$ cat src/rtl/axi_bridge_pkg.sv
// Shared constants and FSM encodings for the SRAM-to-AXI3 bridge.
// Both the read path (top) and the write controller import this package.
package axi_bridge_pkg;

    localparam logic [1:0] BURST_INCR = 2'b01;
    localparam logic [3:0] ID_INST    = 4'd0;
    localparam logic [3:0] ID_DATA    = 4'd1;
    localparam logic [3:0] ID_WR      = 4'd1;

    typedef enum logic [1:0] {R_IDLE = 2'd0, R_AR = 2'd1, R_R = 2'd2} rd_state_e;
    typedef enum logic [1:0] {W_IDLE = 2'd0, W_REQ = 2'd1, W_B = 2'd2} wr_state_e;

    // Read-after-write hazards are tracked at word granularity.
    function automatic logic same_word(input logic [31:0] a, input logic [31:0] b);
        return a[31:2] == b[31:2];
    endfunction

endpackage

$ cat src/rtl/sram_axi_bridge_if.sv
// AXI3 master bus leaving the CPU top. Handshakes: a transfer happens in the
// cycle where valid and ready are both 1; valid never waits on ready.
interface sram_axi_bridge_if;
    logic [3:0]  arid;
    logic [31:0] araddr;
    logic [7:0]  arlen;
    logic [2:0]  arsize;
    logic [1:0]  arburst;
    logic [1:0]  arlock;
    logic [3:0]  arcache;
    logic [2:0]  arprot;
    logic        arvalid;
    logic        arready;
    logic [3:0]  rid;
    logic [31:0] rdata;
    logic [1:0]  rresp;
    logic        rlast;
    logic        rvalid;
    logic        rready;
    logic [3:0]  awid;
    logic [31:0] awaddr;
    logic [7:0]  awlen;
    logic [2:0]  awsize;
    logic [1:0]  awburst;
    logic [1:0]  awlock;
    logic [3:0]  awcache;
    logic [2:0]  awprot;
    logic        awvalid;
    logic        awready;
    logic [3:0]  wid;
    logic [31:0] wdata;
    logic [3:0]  wstrb;
    logic        wlast;
    logic        wvalid;
    logic        wready;
    logic [3:0]  bid;
    logic [1:0]  bresp;
    logic        bvalid;
    logic        bready;

    modport master (
        output arid, araddr, arlen, arsize, arburst, arlock, arcache, arprot, arvalid,
        input  arready,
        input  rid, rdata, rresp, rlast, rvalid,
        output rready,
        output awid, awaddr, awlen, awsize, awburst, awlock, awcache, awprot, awvalid,
        input  awready,
        output wid, wdata, wstrb, wlast, wvalid,
        input  wready,
        input  bid, bresp, bvalid,
        output bready
    );

    modport slave (
        input  arid, araddr, arlen, arsize, arburst, arlock, arcache, arprot, arvalid,
        output arready,
        output rid, rdata, rresp, rlast, rvalid,
        input  rready,
        input  awid, awaddr, awlen, awsize, awburst, awlock, awcache, awprot, awvalid,
        output awready,
        input  wid, wdata, wstrb, wlast, wvalid,
        output wready,
        output bid, bresp, bvalid,
        input  bready
    );
endinterface

$ cat src/rtl/bridge_wr_ctrl.sv
// AW/W/B sequencer for data-port writes. Holds the latched write address so
// the top can block reads that hit the word currently being written.
module bridge_wr_ctrl
    import axi_bridge_pkg::*;
(
    input  logic        clk,
    input  logic        resetn,
    input  logic        start,
    input  logic [31:0] addr,
    input  logic [1:0]  size,
    input  logic [3:0]  wstrb,
    input  logic [31:0] wdata,
    input  logic        awready,
    input  logic        wready,
    input  logic        bvalid,
    output logic        awvalid,
    output logic        wvalid,
    output logic        bready,
    output logic        busy,
    output logic [31:0] waddr,
    output logic [1:0]  wsize,
    output logic [3:0]  wstrb_q,
    output logic [31:0] wdata_q,
    output wr_state_e   state
);
    wr_state_e w_state, w_next;
    logic      aw_pend, w_pend;
    logic      aw_done, w_done;

    // AW and W complete independently; each side counts as done once its
    // pending flag has cleared or it handshakes this cycle.
    assign aw_done = ~aw_pend | awready;
    assign w_done  = ~w_pend  | wready;

    always_comb begin
        w_next = w_state;
        case (w_state)
            W_IDLE:  if (start) w_next = W_REQ;
            W_REQ:   if (aw_done && w_done) w_next = W_B;
            W_B:     if (bvalid) w_next = W_IDLE;
            default: w_next = W_IDLE;
        endcase
    end

    always_ff @(posedge clk or negedge resetn) begin
        if (!resetn) begin
            w_state <= W_IDLE;
            aw_pend <= 1'b0;
            w_pend  <= 1'b0;
            waddr   <= '0;
            wsize   <= '0;
            wstrb_q <= '0;
            wdata_q <= '0;
        end else begin
            w_state <= w_next;
            if (w_state == W_IDLE && start) begin
                aw_pend <= 1'b1;
                w_pend  <= 1'b1;
                waddr   <= addr;
                wsize   <= size;
                wstrb_q <= wstrb;
                wdata_q <= wdata;
            end else begin
                if (awvalid && awready) aw_pend <= 1'b0;
                if (wvalid && wready)   w_pend  <= 1'b0;
            end
        end
    end

    assign awvalid = (w_state == W_REQ) & aw_pend;
    assign wvalid  = (w_state == W_REQ) & w_pend;
    assign bready  = (w_state == W_B);
    assign busy    = (w_state != W_IDLE);
    assign state   = w_state;
endmodule

$ cat src/rtl/sram_axi_bridge.sv
// Merges the core's inst/data SRAM-like ports onto one AXI3 master. Reads share
// a single outstanding AR/R slot (data beats inst); data writes go to bridge_wr_ctrl.
module sram_axi_bridge
    import axi_bridge_pkg::*;
(
    input  logic        clk,
    input  logic        resetn,
    input  logic        inst_sram_req,
    input  logic        inst_sram_wr,
    input  logic [1:0]  inst_sram_size,
    input  logic [3:0]  inst_sram_wstrb,
    input  logic [31:0] inst_sram_addr,
    input  logic [31:0] inst_sram_wdata,
    output logic        inst_sram_addr_ok,
    output logic        inst_sram_data_ok,
    output logic [31:0] inst_sram_rdata,
    input  logic        data_sram_req,
    input  logic        data_sram_wr,
    input  logic [1:0]  data_sram_size,
    input  logic [3:0]  data_sram_wstrb,
    input  logic [31:0] data_sram_addr,
    input  logic [31:0] data_sram_wdata,
    output logic        data_sram_addr_ok,
    output logic        data_sram_data_ok,
    output logic [31:0] data_sram_rdata,
    sram_axi_bridge_if.master axi,
    output rd_state_e   rd_state_dbg,
    output wr_state_e   wr_state_dbg
);
    rd_state_e   r_state, r_next;
    logic [3:0]  ar_id_q;
    logic [31:0] ar_addr_q;
    logic [1:0]  ar_size_q;
    logic        data_busy;
    logic        wr_busy, wr_awvalid, wr_wvalid, wr_bready;
    logic [31:0] wr_addr, wr_data;
    logic [1:0]  wr_size;
    logic [3:0]  wr_strb;
    logic        data_rd_ok, data_wr_ok, inst_rd_ok, rd_accept, r_hs;

    // Data read only wins arbitration when it can actually be accepted, so a
    // blocked data read never starves an eligible inst read.
    assign data_rd_ok = data_sram_req & ~data_sram_wr & ~data_busy & (r_state == R_IDLE)
                      & ~(wr_busy & same_word(wr_addr, data_sram_addr));
    assign data_wr_ok = data_sram_req & data_sram_wr & ~data_busy & ~wr_busy;
    assign inst_rd_ok = inst_sram_req & (r_state == R_IDLE) & ~data_rd_ok
                      & ~(wr_busy & same_word(wr_addr, inst_sram_addr));
    assign rd_accept  = data_rd_ok | inst_rd_ok;

    assign inst_sram_addr_ok = inst_rd_ok;
    assign data_sram_addr_ok = data_rd_ok | data_wr_ok;

    always_comb begin
        r_next = r_state;
        case (r_state)
            R_IDLE:  if (rd_accept) r_next = R_AR;
            R_AR:    if (axi.arready) r_next = R_R;
            R_R:     if (axi.rvalid && axi.rlast) r_next = R_IDLE;
            default: r_next = R_IDLE;
        endcase
    end

    always_ff @(posedge clk or negedge resetn) begin
        if (!resetn) begin
            r_state   <= R_IDLE;
            ar_id_q   <= '0;
            ar_addr_q <= '0;
            ar_size_q <= '0;
        end else begin
            r_state <= r_next;
            if (r_state == R_IDLE && rd_accept) begin
                ar_id_q   <= data_rd_ok ? ID_DATA : ID_INST;
                ar_addr_q <= data_rd_ok ? data_sram_addr : inst_sram_addr;
                ar_size_q <= data_rd_ok ? data_sram_size : inst_sram_size;
            end
        end
    end

    // One data-port transaction in flight: set on accept, cleared by its data_ok.
    always_ff @(posedge clk or negedge resetn) begin
        if (!resetn)                data_busy <= 1'b0;
        else if (data_sram_addr_ok) data_busy <= 1'b1;
        else if (data_sram_data_ok) data_busy <= 1'b0;
    end

    bridge_wr_ctrl u_wr_ctrl (
        .clk     (clk),
        .resetn  (resetn),
        .start   (data_wr_ok),
        .addr    (data_sram_addr),
        .size    (data_sram_size),
        .wstrb   (data_sram_wstrb),
        .wdata   (data_sram_wdata),
        .awready (axi.awready),
        .wready  (axi.wready),
        .bvalid  (axi.bvalid),
        .awvalid (wr_awvalid),
        .wvalid  (wr_wvalid),
        .bready  (wr_bready),
        .busy    (wr_busy),
        .waddr   (wr_addr),
        .wsize   (wr_size),
        .wstrb_q (wr_strb),
        .wdata_q (wr_data),
        .state   (wr_state_dbg)
    );

    assign axi.arid    = ar_id_q;
    assign axi.araddr  = ar_addr_q;
    assign axi.arlen   = 8'd0;
    assign axi.arsize  = {1'b0, ar_size_q};
    assign axi.arburst = BURST_INCR;
    assign axi.arlock  = 2'b00;
    assign axi.arcache = 4'd0;
    assign axi.arprot  = 3'd0;
    assign axi.arvalid = (r_state == R_AR);
    assign axi.rready  = (r_state == R_R);

    assign axi.awid    = ID_WR;
    assign axi.awaddr  = wr_addr;
    assign axi.awlen   = 8'd0;
    assign axi.awsize  = {1'b0, wr_size};
    assign axi.awburst = BURST_INCR;
    assign axi.awlock  = 2'b00;
    assign axi.awcache = 4'd0;
    assign axi.awprot  = 3'd0;
    assign axi.awvalid = wr_awvalid;
    assign axi.wid     = ID_WR;
    assign axi.wdata   = wr_data;
    assign axi.wstrb   = wr_strb;
    assign axi.wlast   = 1'b1;
    assign axi.wvalid  = wr_wvalid;
    assign axi.bready  = wr_bready;

    assign r_hs              = axi.rvalid & axi.rready;
    assign inst_sram_data_ok = r_hs & (axi.rid == ID_INST);
    assign data_sram_data_ok = (r_hs & (axi.rid == ID_DATA)) | (axi.bvalid & axi.bready);
    assign inst_sram_rdata   = axi.rdata;
    assign data_sram_rdata   = axi.rdata;
    assign rd_state_dbg      = r_state;

    logic unused_ok;
    assign unused_ok = ^{inst_sram_wr, inst_sram_wstrb, inst_sram_wdata,
                         axi.rresp, axi.bresp, axi.bid};
endmodule

$ cat src/flat_wrapper.sv
// flat-port wrapper written by rule: the top's interface ports become plain ports
module sram_axi_bridge_flat import axi_bridge_pkg::*;
  (clk, resetn, inst_sram_req, inst_sram_wr, inst_sram_size, inst_sram_wstrb, inst_sram_addr, inst_sram_wdata, inst_sram_addr_ok, inst_sram_data_ok, inst_sram_rdata, data_sram_req, data_sram_wr, data_sram_size, data_sram_wstrb, data_sram_addr, data_sram_wdata, data_sram_addr_ok, data_sram_data_ok, data_sram_rdata, rd_state_dbg, wr_state_dbg, axi_arid, axi_araddr, axi_arlen, axi_arsize, axi_arburst, axi_arlock, axi_arcache, axi_arprot, axi_arvalid, axi_arready, axi_rid, axi_rdata, axi_rresp, axi_rlast, axi_rvalid, axi_rready, axi_awid, axi_awaddr, axi_awlen, axi_awsize, axi_awburst, axi_awlock, axi_awcache, axi_awprot, axi_awvalid, axi_awready, axi_wid, axi_wdata, axi_wstrb, axi_wlast, axi_wvalid, axi_wready, axi_bid, axi_bresp, axi_bvalid, axi_bready);
  sram_axi_bridge_if axi_i ();
  input  logic clk;
  input  logic resetn;
  input  logic inst_sram_req;
  input  logic inst_sram_wr;
  input  logic [1:0] inst_sram_size;
  input  logic [3:0] inst_sram_wstrb;
  input  logic [31:0] inst_sram_addr;
  input  logic [31:0] inst_sram_wdata;
  output logic inst_sram_addr_ok;
  output logic inst_sram_data_ok;
  output logic [31:0] inst_sram_rdata;
  input  logic data_sram_req;
  input  logic data_sram_wr;
  input  logic [1:0] data_sram_size;
  input  logic [3:0] data_sram_wstrb;
  input  logic [31:0] data_sram_addr;
  input  logic [31:0] data_sram_wdata;
  output logic data_sram_addr_ok;
  output logic data_sram_data_ok;
  output logic [31:0] data_sram_rdata;
  output rd_state_e rd_state_dbg;
  output wr_state_e wr_state_dbg;
  output wire logic [$bits(axi_i.arid)-1:0] axi_arid;
  output wire logic [$bits(axi_i.araddr)-1:0] axi_araddr;
  output wire logic [$bits(axi_i.arlen)-1:0] axi_arlen;
  output wire logic [$bits(axi_i.arsize)-1:0] axi_arsize;
  output wire logic [$bits(axi_i.arburst)-1:0] axi_arburst;
  output wire logic [$bits(axi_i.arlock)-1:0] axi_arlock;
  output wire logic [$bits(axi_i.arcache)-1:0] axi_arcache;
  output wire logic [$bits(axi_i.arprot)-1:0] axi_arprot;
  output wire logic [$bits(axi_i.arvalid)-1:0] axi_arvalid;
  input wire logic [$bits(axi_i.arready)-1:0] axi_arready;
  input wire logic [$bits(axi_i.rid)-1:0] axi_rid;
  input wire logic [$bits(axi_i.rdata)-1:0] axi_rdata;
  input wire logic [$bits(axi_i.rresp)-1:0] axi_rresp;
  input wire logic [$bits(axi_i.rlast)-1:0] axi_rlast;
  input wire logic [$bits(axi_i.rvalid)-1:0] axi_rvalid;
  output wire logic [$bits(axi_i.rready)-1:0] axi_rready;
  output wire logic [$bits(axi_i.awid)-1:0] axi_awid;
  output wire logic [$bits(axi_i.awaddr)-1:0] axi_awaddr;
  output wire logic [$bits(axi_i.awlen)-1:0] axi_awlen;
  output wire logic [$bits(axi_i.awsize)-1:0] axi_awsize;
  output wire logic [$bits(axi_i.awburst)-1:0] axi_awburst;
  output wire logic [$bits(axi_i.awlock)-1:0] axi_awlock;
  output wire logic [$bits(axi_i.awcache)-1:0] axi_awcache;
  output wire logic [$bits(axi_i.awprot)-1:0] axi_awprot;
  output wire logic [$bits(axi_i.awvalid)-1:0] axi_awvalid;
  input wire logic [$bits(axi_i.awready)-1:0] axi_awready;
  output wire logic [$bits(axi_i.wid)-1:0] axi_wid;
  output wire logic [$bits(axi_i.wdata)-1:0] axi_wdata;
  output wire logic [$bits(axi_i.wstrb)-1:0] axi_wstrb;
  output wire logic [$bits(axi_i.wlast)-1:0] axi_wlast;
  output wire logic [$bits(axi_i.wvalid)-1:0] axi_wvalid;
  input wire logic [$bits(axi_i.wready)-1:0] axi_wready;
  input wire logic [$bits(axi_i.bid)-1:0] axi_bid;
  input wire logic [$bits(axi_i.bresp)-1:0] axi_bresp;
  input wire logic [$bits(axi_i.bvalid)-1:0] axi_bvalid;
  output wire logic [$bits(axi_i.bready)-1:0] axi_bready;
  assign axi_arid = axi_i.arid;
  assign axi_araddr = axi_i.araddr;
  assign axi_arlen = axi_i.arlen;
  assign axi_arsize = axi_i.arsize;
  assign axi_arburst = axi_i.arburst;
  assign axi_arlock = axi_i.arlock;
  assign axi_arcache = axi_i.arcache;
  assign axi_arprot = axi_i.arprot;
  assign axi_arvalid = axi_i.arvalid;
  assign axi_i.arready = axi_arready;
  assign axi_i.rid = axi_rid;
  assign axi_i.rdata = axi_rdata;
  assign axi_i.rresp = axi_rresp;
  assign axi_i.rlast = axi_rlast;
  assign axi_i.rvalid = axi_rvalid;
  assign axi_rready = axi_i.rready;
  assign axi_awid = axi_i.awid;
  assign axi_awaddr = axi_i.awaddr;
  assign axi_awlen = axi_i.awlen;
  assign axi_awsize = axi_i.awsize;
  assign axi_awburst = axi_i.awburst;
  assign axi_awlock = axi_i.awlock;
  assign axi_awcache = axi_i.awcache;
  assign axi_awprot = axi_i.awprot;
  assign axi_awvalid = axi_i.awvalid;
  assign axi_i.awready = axi_awready;
  assign axi_wid = axi_i.wid;
  assign axi_wdata = axi_i.wdata;
  assign axi_wstrb = axi_i.wstrb;
  assign axi_wlast = axi_i.wlast;
  assign axi_wvalid = axi_i.wvalid;
  assign axi_i.wready = axi_wready;
  assign axi_i.bid = axi_bid;
  assign axi_i.bresp = axi_bresp;
  assign axi_i.bvalid = axi_bvalid;
  assign axi_bready = axi_i.bready;
  sram_axi_bridge u_core (.clk(clk), .resetn(resetn), .inst_sram_req(inst_sram_req), .inst_sram_wr(inst_sram_wr), .inst_sram_size(inst_sram_size), .inst_sram_wstrb(inst_sram_wstrb), .inst_sram_addr(inst_sram_addr), .inst_sram_wdata(inst_sram_wdata), .inst_sram_addr_ok(inst_sram_addr_ok), .inst_sram_data_ok(inst_sram_data_ok), .inst_sram_rdata(inst_sram_rdata), .data_sram_req(data_sram_req), .data_sram_wr(data_sram_wr), .data_sram_size(data_sram_size), .data_sram_wstrb(data_sram_wstrb), .data_sram_addr(data_sram_addr), .data_sram_wdata(data_sram_wdata), .data_sram_addr_ok(data_sram_addr_ok), .data_sram_data_ok(data_sram_data_ok), .data_sram_rdata(data_sram_rdata), .axi(axi_i), .rd_state_dbg(rd_state_dbg), .wr_state_dbg(wr_state_dbg));
endmodule
$ cat config.mk
export PLATFORM = sky130hd
export DESIGN_NAME = sram_axi_bridge_flat
export DESIGN_NICKNAME = d
export VERILOG_FILES = /design/src/rtl/axi_bridge_pkg.sv /design/src/rtl/sram_axi_bridge_if.sv /design/src/rtl/bridge_wr_ctrl.sv /design/src/rtl/sram_axi_bridge.sv /design/src/flat_wrapper.sv
export SDC_FILE = /design/constraint.sdc
export NUM_CORES = 1
export LEC_CHECK = 0
export ABC_CLOCK_PERIOD_IN_PS = 2550
export CAP_MARGIN = 25
export CORE_AREA = 2 2 165 167
export DETAILED_ROUTE_END_ITERATION = 8
export DIE_AREA = 0 0 167 169
export PLACE_DENSITY = 0.7
export SLEW_MARGIN = 20
export SYNTH_ARGS = -nofsm -noshare
export SYNTH_HDL_FRONTEND = slang
export SYNTH_SLANG_ARGS = --single-unit
$ cat constraint.sdc
create_clock -name clk -period 2.55 [get_ports clk]
set_clock_uncertainty 0.1 [all_clocks]
set_input_delay 0.51 -clock clk [delete_from_list [all_inputs] [get_ports clk]]
set_output_delay 0.51 -clock clk [all_outputs]
set_load 0.01 [all_outputs]
# Word level (Yosys, flattened, before mapping)
# Cells that the tools add are included.
# totals
ff_bits	115
in_bits	196
word_cells	88
# op_classes
n_bitwise	31
n_eq_ne	13
mux	17
n_reduce_logical	15
# op_table
cell	n
== test 30 bit	2
2-to-1 mux 32 bit	1
bitwise AND 1 bit	18
2-to-1 mux 2 bit	7
one-hot mux 2 bit (3 select lines)	2
inverter 1 bit	8
nonzero test 2 bit	4
2-to-1 mux 1 bit	7
logical AND 1 bit	6
inequality test 2 x 1 -> 1 bit (second input constant)	3
inequality test 2 bit (second input constant)	3
AND reduction 3 bit	2
OR 1 bit	5
== test 2 x 1 -> 1 bit (second input constant)	2
== test 2 bit (second input constant)	2
== test 4 x 1 -> 1 bit (second input constant)	1
zero test 2 bit	2
zero test 4 bit	1

# Logic depth before layout (Yosys ltp)
# Gate-level depths: netlist of run 1.
# depth
word_depth	11
mapped_depth	8
mapped_depth_nobuf	6

# Modules after synthesis
# Synthesis of run 1 repeated with hierarchy kept, for this count alone.
# unflattened
cells_unflattened	541
hier_area_um2	6159.7
# modules_own_cells
mod	instances	area_each_um2	cells_per_inst	seq_area_each_um2
sram_axi_bridge	1	3318.2	372	950.9
bridge_wr_ctrl	1	2841.5	169	1851.8

# Worst setup path after synthesis of run 1
# Ideal clock, no wire load.
# synth_timing
path_type	input to output
from	input data_sram_addr[28]
to	output data_sram_addr_ok
slack_ps	222
arrival_ps	1718
required_ps	1940
stages	6
n_path_buf	1
path_cell_list	xor2_1 nor4_1 nand4_1 o21ai_2 buf_2 nand2_1
# synth_via
elab_chain_len	5
# synth_rtl
item	line_no	source
start: declaration	flat_wrapper.sv:20	input logic [31:0] data_sram_addr;
== test 30 bit	axi_bridge_pkg.sv:15	return a[31:2] == b[31:2];
bitwise AND 1 bit	sram_axi_bridge.sv:44	& ~(wr_busy & same_word(wr_addr, data_sram_addr));
inverter 1 bit	sram_axi_bridge.sv:44	
bitwise AND 1 bit	sram_axi_bridge.sv:44	
OR 1 bit	sram_axi_bridge.sv:51	assign data_sram_addr_ok = data_rd_ok | data_wr_ok;
end: declaration	flat_wrapper.sv:22	output logic data_sram_addr_ok;
# Every way passes these cells.

# Final worst setup path of run 1
# layout_timing
from	input data_sram_addr[11]
to	output data_sram_addr_ok
# Same word-level chain as after synthesis.

==> summary.md, run 1 <==
| Metric | Value |
|---|---|
| Reported leakage power | `4.30 nW` |
| Endpoint type of the worst setup path | `output port` |
| Most common cell type on the critical path | `buf_6` |
| PnR worst setup slack | `-0.184 ns` |
| Final hold violation count | `0` |
| Setup TNS Final | `-0.629 ns` |
| Vias after detailed routing | `4626` |
| Horizontal die dimension | `167 um` |
| Via-to-Cell Ratio | `4.09` |
| Weighted congestion reported at the end of routability-driven placement | `0.809` |
| Delay of the slowest critical-path stage | `0.28 ns` |
| Overall die area | `28200 um2` |
| Routed Antenna Nets | `0` |
| Netlist cell types | `28` |
| Filler cell count in the final layout | `2604` |
| Cells after synthesis | `540` |
| Clock-pin slew of the registers on the worst-case setup and hold paths | `0.08 ns` |
| CP cell instances | `clkdlybuf4s15_1, xor2_4, nor4_2, buf_4, nand4_1, o21ai_4, buf_6, nand2_4, buf_6` |
| Clock sink count | `112` |
| CTS tree | `yes` |
| Areal power density over the cells | `1140 nW/um2` |
| DP HPWL | `14700 um` |
| Unrepaired setup endpoints after global routing | `yes` |
| Remaining DRCs | `0` |
| Starting DRC count in detailed routing | `164` |
| #FFs+latches synth | `112` |
| Highest achievable clock rate | `0.366 GHz` |
| Final net count | `979` |
| Length of the first detailed-routing pass in iterations | `4` |
| Mean instance size in the synthesized netlist | `11.5 um2` |
| Total global-route track usage | `0.137` |
| Number of I/O pins | `430` |
| Deepest level of the CTS H-tree | `3` |
| Number of antenna violations at the first check in global routing | `2` |
| Floorplan die height | `169 um` |
| Final instance area | `9670 um2` |
| Kind of critical path | `primary input to output port` |
| Global route overflow | `0` |
| Num CTS Buffers | `9` |
| Max Fanout on Critical Path | `2` |
| Clock latency reported for the late side of the worst-skew pair | `0.36 ns` |
| Clock buffer depth | `2` |
| Final period util | `1.07` |
| Pin count of the biggest net entering global routing | `72` |
| Number of port buffers | `236` |
| Yosys warnings | `0` |
| Category of the worst setup path launch point | `primary input` |
| Wire length of the first global-routing pass | `28800 um` |
| Data required time of the critical path | `1.94 ns` |
| Worst slack, placed | `-0.896 ns` |
| Non-filler instance count after layout | `1131` |
| Violations in the final reports | `negative setup slack` |
| Max-capacitance violation count | `0` |
| Endpoint arrival time on the critical path | `2.12 ns` |
| Number of core rows | `60` |
| Post-synth design cell area | `6210 um2` |
| Slew Viols, Final | `0` |
| Area after detailed placement | `8770 um2` |
| Area Growth Syn to Fin | `55.8%` |
| Tmin final | `2.73 ns` |
| WL per Instance | `18.1 um` |
| Proportion of layout cells with a drive suffix above 1 | `0.329` |
| Core area | `26500 um2` |
| Slowest stage cell on the critical path | `nor4_2` |
| Initial core utilization | `0.234` |
| Commonest cells after routing, fill and taps aside | `clkdlybuf4s50_1, dfrtp_1, mux2_2` |
| Max VDD drop | `0.502 mV` |
| Leading cell type in the layout, fill and taps excluded | `clkdlybuf4s50_1` |
| Final Core Density | `0.365` |
| Total routed wirelength | `20500 um` |
| Hold Crit Class | `register to register` |
| Status | `finished with violations` |
| Root buf cell | `clkbuf_16` |
| DP Cell Count | `1103` |
| Final Setup Violations | `18` |
| Portion of the post-synthesis area used by sequential elements | `0.451` |
| Number of global-route vias before repair | `4900` |
power breakdown:
part,leakage [nW],switching (mW),internal [mW],total (mW)
Combinational,2.83,2.59,3.63,6.22
Clock,0.141,0.740,0.686,1.43
Sequential,1.32,0.685,2.69,3.37
logic make-up after synthesis:
| logic type | Yosys count | share of synthesized area |
|---|---|---|
| buffers and inverters | 140 | 0.166 |
| flip-flops | 112 | 0.451 |
| multiplexers | 104 | 0.182 |
| AND/OR/NAND/NOR | 80 | 0.0609 |
| XOR/XNOR | 60 | 0.0846 |
| AO/OA/AOI/OAI | 42 | 0.0544 |
| other | 2 | 0.00121 |
worst paths after layout:
kind                                                      endpoint                              startpoint  depth (start not counted)  slack (ns)
max reg2reg                       u_core.axi.araddr[3]$_DFFE_PN0P_  u_core.u_wr_ctrl.waddr[20]$_DFFE_PN0P_                         11       -0.01
max                                              data_sram_addr_ok                      data_sram_addr[11]                          9       -0.18
min                            u_core.u_wr_ctrl.w_pend$_DFFE_PN0P_     u_core.u_wr_ctrl.w_pend$_DFFE_PN0P_                          2        0.39
min reg2reg                    u_core.u_wr_ctrl.w_pend$_DFFE_PN0P_     u_core.u_wr_ctrl.w_pend$_DFFE_PN0P_                          2        0.39
min in group asynchronous  u_core.u_wr_ctrl.wstrb_q[3]$_DFFE_PN0P_                                  resetn                          2        0.51
max in group asynchronous   u_core.u_wr_ctrl.waddr[25]$_DFFE_PN0P_                                  resetn                          3        1.02
metrics by stage:
stage                     hold WS [ns]  total power, mW
final                            0.390             11.0
after global routing             0.412             11.7
after CTS                        0.394             10.9
after detailed placement         0.371             9.04
after global placement           0.360             8.96
after floorplan                  0.114             5.80
state kept, by name (all words and copies together), names as in the netlist:
name	flops
u_core.ar_size_q	2
u_core.u_wr_ctrl.w_pend	1
u_core.axi.araddr	32
u_core.axi.arid	1
u_core.u_wr_ctrl.wsize	2
u_core.u_wr_ctrl.waddr	32
u_core.data_busy	1
u_core.u_wr_ctrl.aw_pend	1
u_core.rd_state_dbg	2
u_core.u_wr_ctrl.wstrb_q	4
u_core.u_wr_ctrl.state	2
u_core.u_wr_ctrl.wdata_q	32
synthesized netlist by cell type:
| cell type | instances | area, um2 |
|---|---|---|
| conb_1 | 2 | 7.51 |
| inv_1 | 5 | 18.8 |
| xor2_1 | 60 | 526 |
| nor2_1 | 39 | 146 |
| o211ai_1 | 1 | 7.51 |
| nand4_1 | 5 | 31.3 |
| nor3_1 | 2 | 10.0 |
| buf_12 | 3 | 60.1 |
| nand2_1 | 12 | 45.0 |
| mux2_2 | 70 | 788 |
| and4b_1 | 2 | 20.0 |
| o311ai_0 | 1 | 8.76 |
| buf_2 | 9 | 45.0 |
| o211ai_2 | 1 | 12.5 |
| nor4_1 | 14 | 87.6 |
| buf_6 | 1 | 11.3 |
| a21oi_2 | 27 | 236 |
| a21oi_1 | 8 | 40.0 |
| buf_1 | 1 | 3.75 |
| nor2b_1 | 5 | 31.3 |
| a22o_1 | 2 | 17.5 |
| o21ai_2 | 1 | 8.76 |
| mux2i_1 | 34 | 340 |
| buf_4 | 116 | 871 |
| o22ai_1 | 1 | 6.26 |
| nand2b_1 | 1 | 6.26 |
| clkbuf_1 | 5 | 18.8 |
| dfrtp_1 | 112 | 2800 |
layout make-up:
type,instances,area [um2],share of cell area
clock inverter,6,62.6,0.00647
clock buffer,9,225,0.0233
inverter,5,18.8,0.00194
tap,341,427,0.0441
multi-input combinational,338,3040,0.314
timing repair buffer,317,3090,0.319
antenna,3,7.51,0.000776
sequential,112,2810,0.290
worst max-delay path: cells and delay by family:
kind,cells,cell delay (ns)
buffers and inverters,4,0.67
AND/OR/NAND/NOR,3,0.50
XOR/XNOR,1,0.23
AO/OA/AOI/OAI,1,0.21
layer usage:
layer | share of wire | global-route usage | vias up
met2 | 0.51 | 0.245 | 216
met1 | 0.39 | 0.150 | 2257
met4 | 0.023 | 0.0367 | 0
met3 | 0.080 | 0.0535 | 41
met5 | 0 | 0 | -
li1 | - | - | 2112
timing repair:
| item | 4_1_cts | 5_1_grt |
|---|---|---|
| resized for setup | 96 | 55 |
| endpoints found under the hold margin | 29 | 0 |
| hold buffers | 1 | 0 |
| endpoints found under the setup margin | 41 | 37 |
| cloned | 1 | 2 |
| pin swaps | 23 | 22 |
| setup buffers | 4 | 4 |
No activity file was read; power rests on OpenSTA's default activity.
==> run 2: changes to the inputs <==
--- a/config.mk
+++ b/config.mk
@@ -8,6 +8,7 @@
 export ABC_CLOCK_PERIOD_IN_PS = 2550
 export CAP_MARGIN = 25
 export CORE_AREA = 2 2 165 167
+export CTS_BUF_LIST = sky130_fd_sc_hd__clkbuf_4 sky130_fd_sc_hd__clkbuf_8
 export DETAILED_ROUTE_END_ITERATION = 8
 export DIE_AREA = 0 0 167 169
 export PLACE_DENSITY = 0.7
==> summary.md, run 2 (same netlist as run 1, synthesis figures left out) <==
| Metric | Value |
|---|---|
| Worst slack, placed | `-0.896 ns (unchanged)` |
| Most common cell type on the critical path | `buf_6` |
| Total buffers and inverters traversed by the critical path | `3 (-1)` |
| Final instance area | `9590 um2 (-0.89%)` |
| Via-to-Cell Ratio | `4.08 (-0.15%)` |
| DP Cell Count | `1103 (unchanged)` |
| Unrepaired setup endpoints after global routing | `yes` |
| Number of I/O pins | `430 (unchanged)` |
| Length of the first detailed-routing pass in iterations | `4 (unchanged)` |
| Reported leakage power | `4.28 nW (-0.45%)` |
| Areal power density over the cells | `1120 nW/um2 (-2.0%)` |
| Number of antenna violations at the first check in global routing | `2 (unchanged)` |
| Category of the worst setup path launch point | `primary input` |
| Commonest cells after routing, fill and taps aside | `clkdlybuf4s50_1, dfrtp_1, mux2_2, buf_4, conb_1` |
| Delay of the slowest critical-path stage | `0.47 ns (+0.19 ns)` |
| Slowest stage cell on the critical path | `clkdlybuf4s50_1` |
| Root buf cell | `clkbuf_8` |
| Data required time of the critical path | `1.94 ns (about the same)` |
| Highest achievable clock rate | `0.356 GHz (-2.6%)` |
| Kind of critical path | `primary input to output port` |
| Routed Antenna Nets | `0 (unchanged)` |
| Pin count of the biggest net entering global routing | `72 (unchanged)` |
| WL per Instance | `18.0 um (-0.73%)` |
| Endpoint type of the worst setup path | `output port` |
| Vias after detailed routing | `4627 (+0.022%)` |
| Final Setup Violations | `2 (-16)` |
| Number of global-route vias before repair | `4915 (+0.31%)` |
| Final period util | `1.10 (+0.0283)` |
| Horizontal die dimension | `167 um (unchanged)` |
| Clock buffer depth | `2 (unchanged)` |
| Setup TNS Final | `-0.488 ns (+0.141 ns)` |
| Endpoint arrival time on the critical path | `2.20 ns (+0.08 ns)` |
| DP HPWL | `14700 um (unchanged)` |
| Floorplan die height | `169 um (unchanged)` |
| Overall die area | `28200 um2 (unchanged)` |
| Non-filler instance count after layout | `1133 (+0.18%)` |
| Number of core rows | `60 (unchanged)` |
| Number of port buffers | `236 (unchanged)` |
| Max VDD drop | `0.503 mV (+0.11%)` |
| Global route overflow | `0 (unchanged)` |
| Leading cell type in the layout, fill and taps excluded | `clkdlybuf4s50_1` |
| Starting DRC count in detailed routing | `148 (-9.8%)` |
| Highest routing layer actually used | `met4` |
| Filler cell count in the final layout | `2611 (+0.27%)` |
| Wire length the detailed router placed on met1 | `7990 um (+0.20%)` |
| Tmin final | `2.81 ns (+0.0722 ns)` |
| Area of the multi-input gates | `3000 um2 (-1.3%)` |
| Max-capacitance violation count | `0 (unchanged)` |
| Clock-pin slew of the registers on the worst-case setup and hold paths | `0.12 ns (+0.04 ns)` |
| Hold Crit Class | `register to register` |
| Wire length of the first global-routing pass | `28700 um (-0.15%)` |
| Remaining DRCs | `0 (unchanged)` |
| Met3 wire len | `1530 um (-6.5%)` |
| Sum of met2 wire segment lengths after detailed routing | `10400 um (+0.12%)` |
| Clock latency reported for the late side of the worst-skew pair | `0.39 ns (+0.03 ns)` |
| Weighted congestion reported at the end of routability-driven placement | `0.809 (unchanged)` |
| Final hold violation count | `0 (unchanged)` |
| PnR worst setup slack | `-0.256 ns (-0.0722 ns)` |
| Critical path's top delay family | `buffers and inverters` |
| Total global-route track usage | `0.136 (-0.000449)` |
| Initial core utilization | `0.234 (unchanged)` |
| Num CTS Buffers | `9 (unchanged)` |
| Final net count | `982 (+0.31%)` |
| Deepest level of the CTS H-tree | `3 (unchanged)` |
| Area Growth Syn to Fin | `54.4%` |
| CTS tree | `yes` |
| Total routed wirelength | `20300 um (-0.56%)` |
| Sequential cell area | `2810 um2 (about the same)` |
| CP cell instances | `clkdlybuf4s50_1, xor2_1, nor4_2, nand4_1, o21ai_4, buf_6, nand2_4, buf_6` |
| Max Fanout on Critical Path | `3 (+1)` |
| Core area | `26500 um2 (unchanged)` |
| Proportion of layout cells with a drive suffix above 1 | `0.319 (-0.0101)` |
| Violations in the final reports | `negative setup slack` |
| Area after detailed placement | `8770 um2 (unchanged)` |
| Clock sink count | `112 (unchanged)` |
| Slew Viols, Final | `0 (unchanged)` |
| Status | `finished with violations` |
-- run 2: changes by cell type in the layout (fill, tap and decap cells not counted), sizes merged --
| cell | before | now |
|---|---|---|
| diode | 3 | 2 |
| clkbuf | 11 | 12 |
| clkdlybuf4s15 | 2 | 0 |
| clkdlybuf4s50 | 180 | 192 |
| dlymetal6s2s | 5 | 8 |
| buf | 81 | 83 |
| dlygate4sd2 | 46 | 33 |
-- run 2: power breakdown --
group | total (mW) | switching (mW) | internal, mW
registers | 3.36 | 0.681 | 2.68
clock network | 1.08 | 0.700 | 0.378
logic | 6.25 | 2.59 | 3.67
-- run 2: final timing paths --
path,from,end,slack (ns),cells after the start
hold reg to reg,u_core.axi.arid[0]$_DFFE_PN0P_,u_core.axi.arid[0]$_DFFE_PN0P_,0.40,2
setup / recovery,data_sram_addr[4],data_sram_addr_ok,-0.26,8
setup reg to reg,u_core.u_wr_ctrl.waddr[20]$_DFFE_PN0P_,u_core.axi.araddr[26]$_DFFE_PN0P_,0.07,11
min in group asynchronous,resetn,u_core.u_wr_ctrl.wstrb_q[3]$_DFFE_PN0P_,0.47,2
hold / removal,u_core.axi.arid[0]$_DFFE_PN0P_,u_core.axi.arid[0]$_DFFE_PN0P_,0.40,2
max in group asynchronous,resetn,u_core.u_wr_ctrl.state[1]$_DFFE_PN0P_,1.06,3
-- run 2: per-stage QoR --
| step | hold slack [ns] | power (mW) | util |
|---|---|---|---|
| finish | 0.401 | 10.7 | 0.362 |
| global placement | 0.360 | 8.96 | 0.331 |
| detailed placement | 0.371 | 9.04 | 0.331 |
| global route | 0.409 | 11.4 | 0.362 |
| CTS | 0.403 | 10.5 | 0.347 |
| floorplan | 0.114 | 5.80 | - |
-- run 2: routing by layer --
metal | global-route usage | up-vias
met3 | 0.0479 | 36
met1 | 0.151 | 2250
met2 | 0.244 | 214
met4 | 0.0420 | 0
met5 | 0 | -
li1 | - | 2127
-- run 2: worst reg2reg max path, cell delays in order, from the launching register on --
cell and delay [ns]:
dfrtp_1 0.41, buf_6 0.14, xor2_4 0.18, nor4_4 0.27, buf_4 0.16, nand4_1 0.14
o211ai_4 0.28, buf_12 0.18, buf_6 0.11, clkbuf_16 0.15, mux2i_4 0.22, a21oi_2 0.06
-- run 2: area by class of cell --
| class | count | share of cell area |
|---|---|---|
| Multi-Input combinational cell | 338 | 0.313 |
| Tap cell | 341 | 0.0445 |
| Timing Repair Buffer | 320 | 0.328 |
| Inverter | 5 | 0.00196 |
| Sequential cell | 112 | 0.293 |
| Antenna cell | 2 | 0.000522 |
| Clock buffer | 9 | 0.0129 |
| Clock inverter | 6 | 0.00653 |
-- run 2: what timing repair did --
action                     in CTS  in global routing
gates cloned                    1                  3
hold buffers                    1                  0
pin swaps                      21                 28
setup endpoints to repair      42                 35
hold endpoints to repair       29                  0
buffers inserted                5                  5
gates resized for setup        75                 57
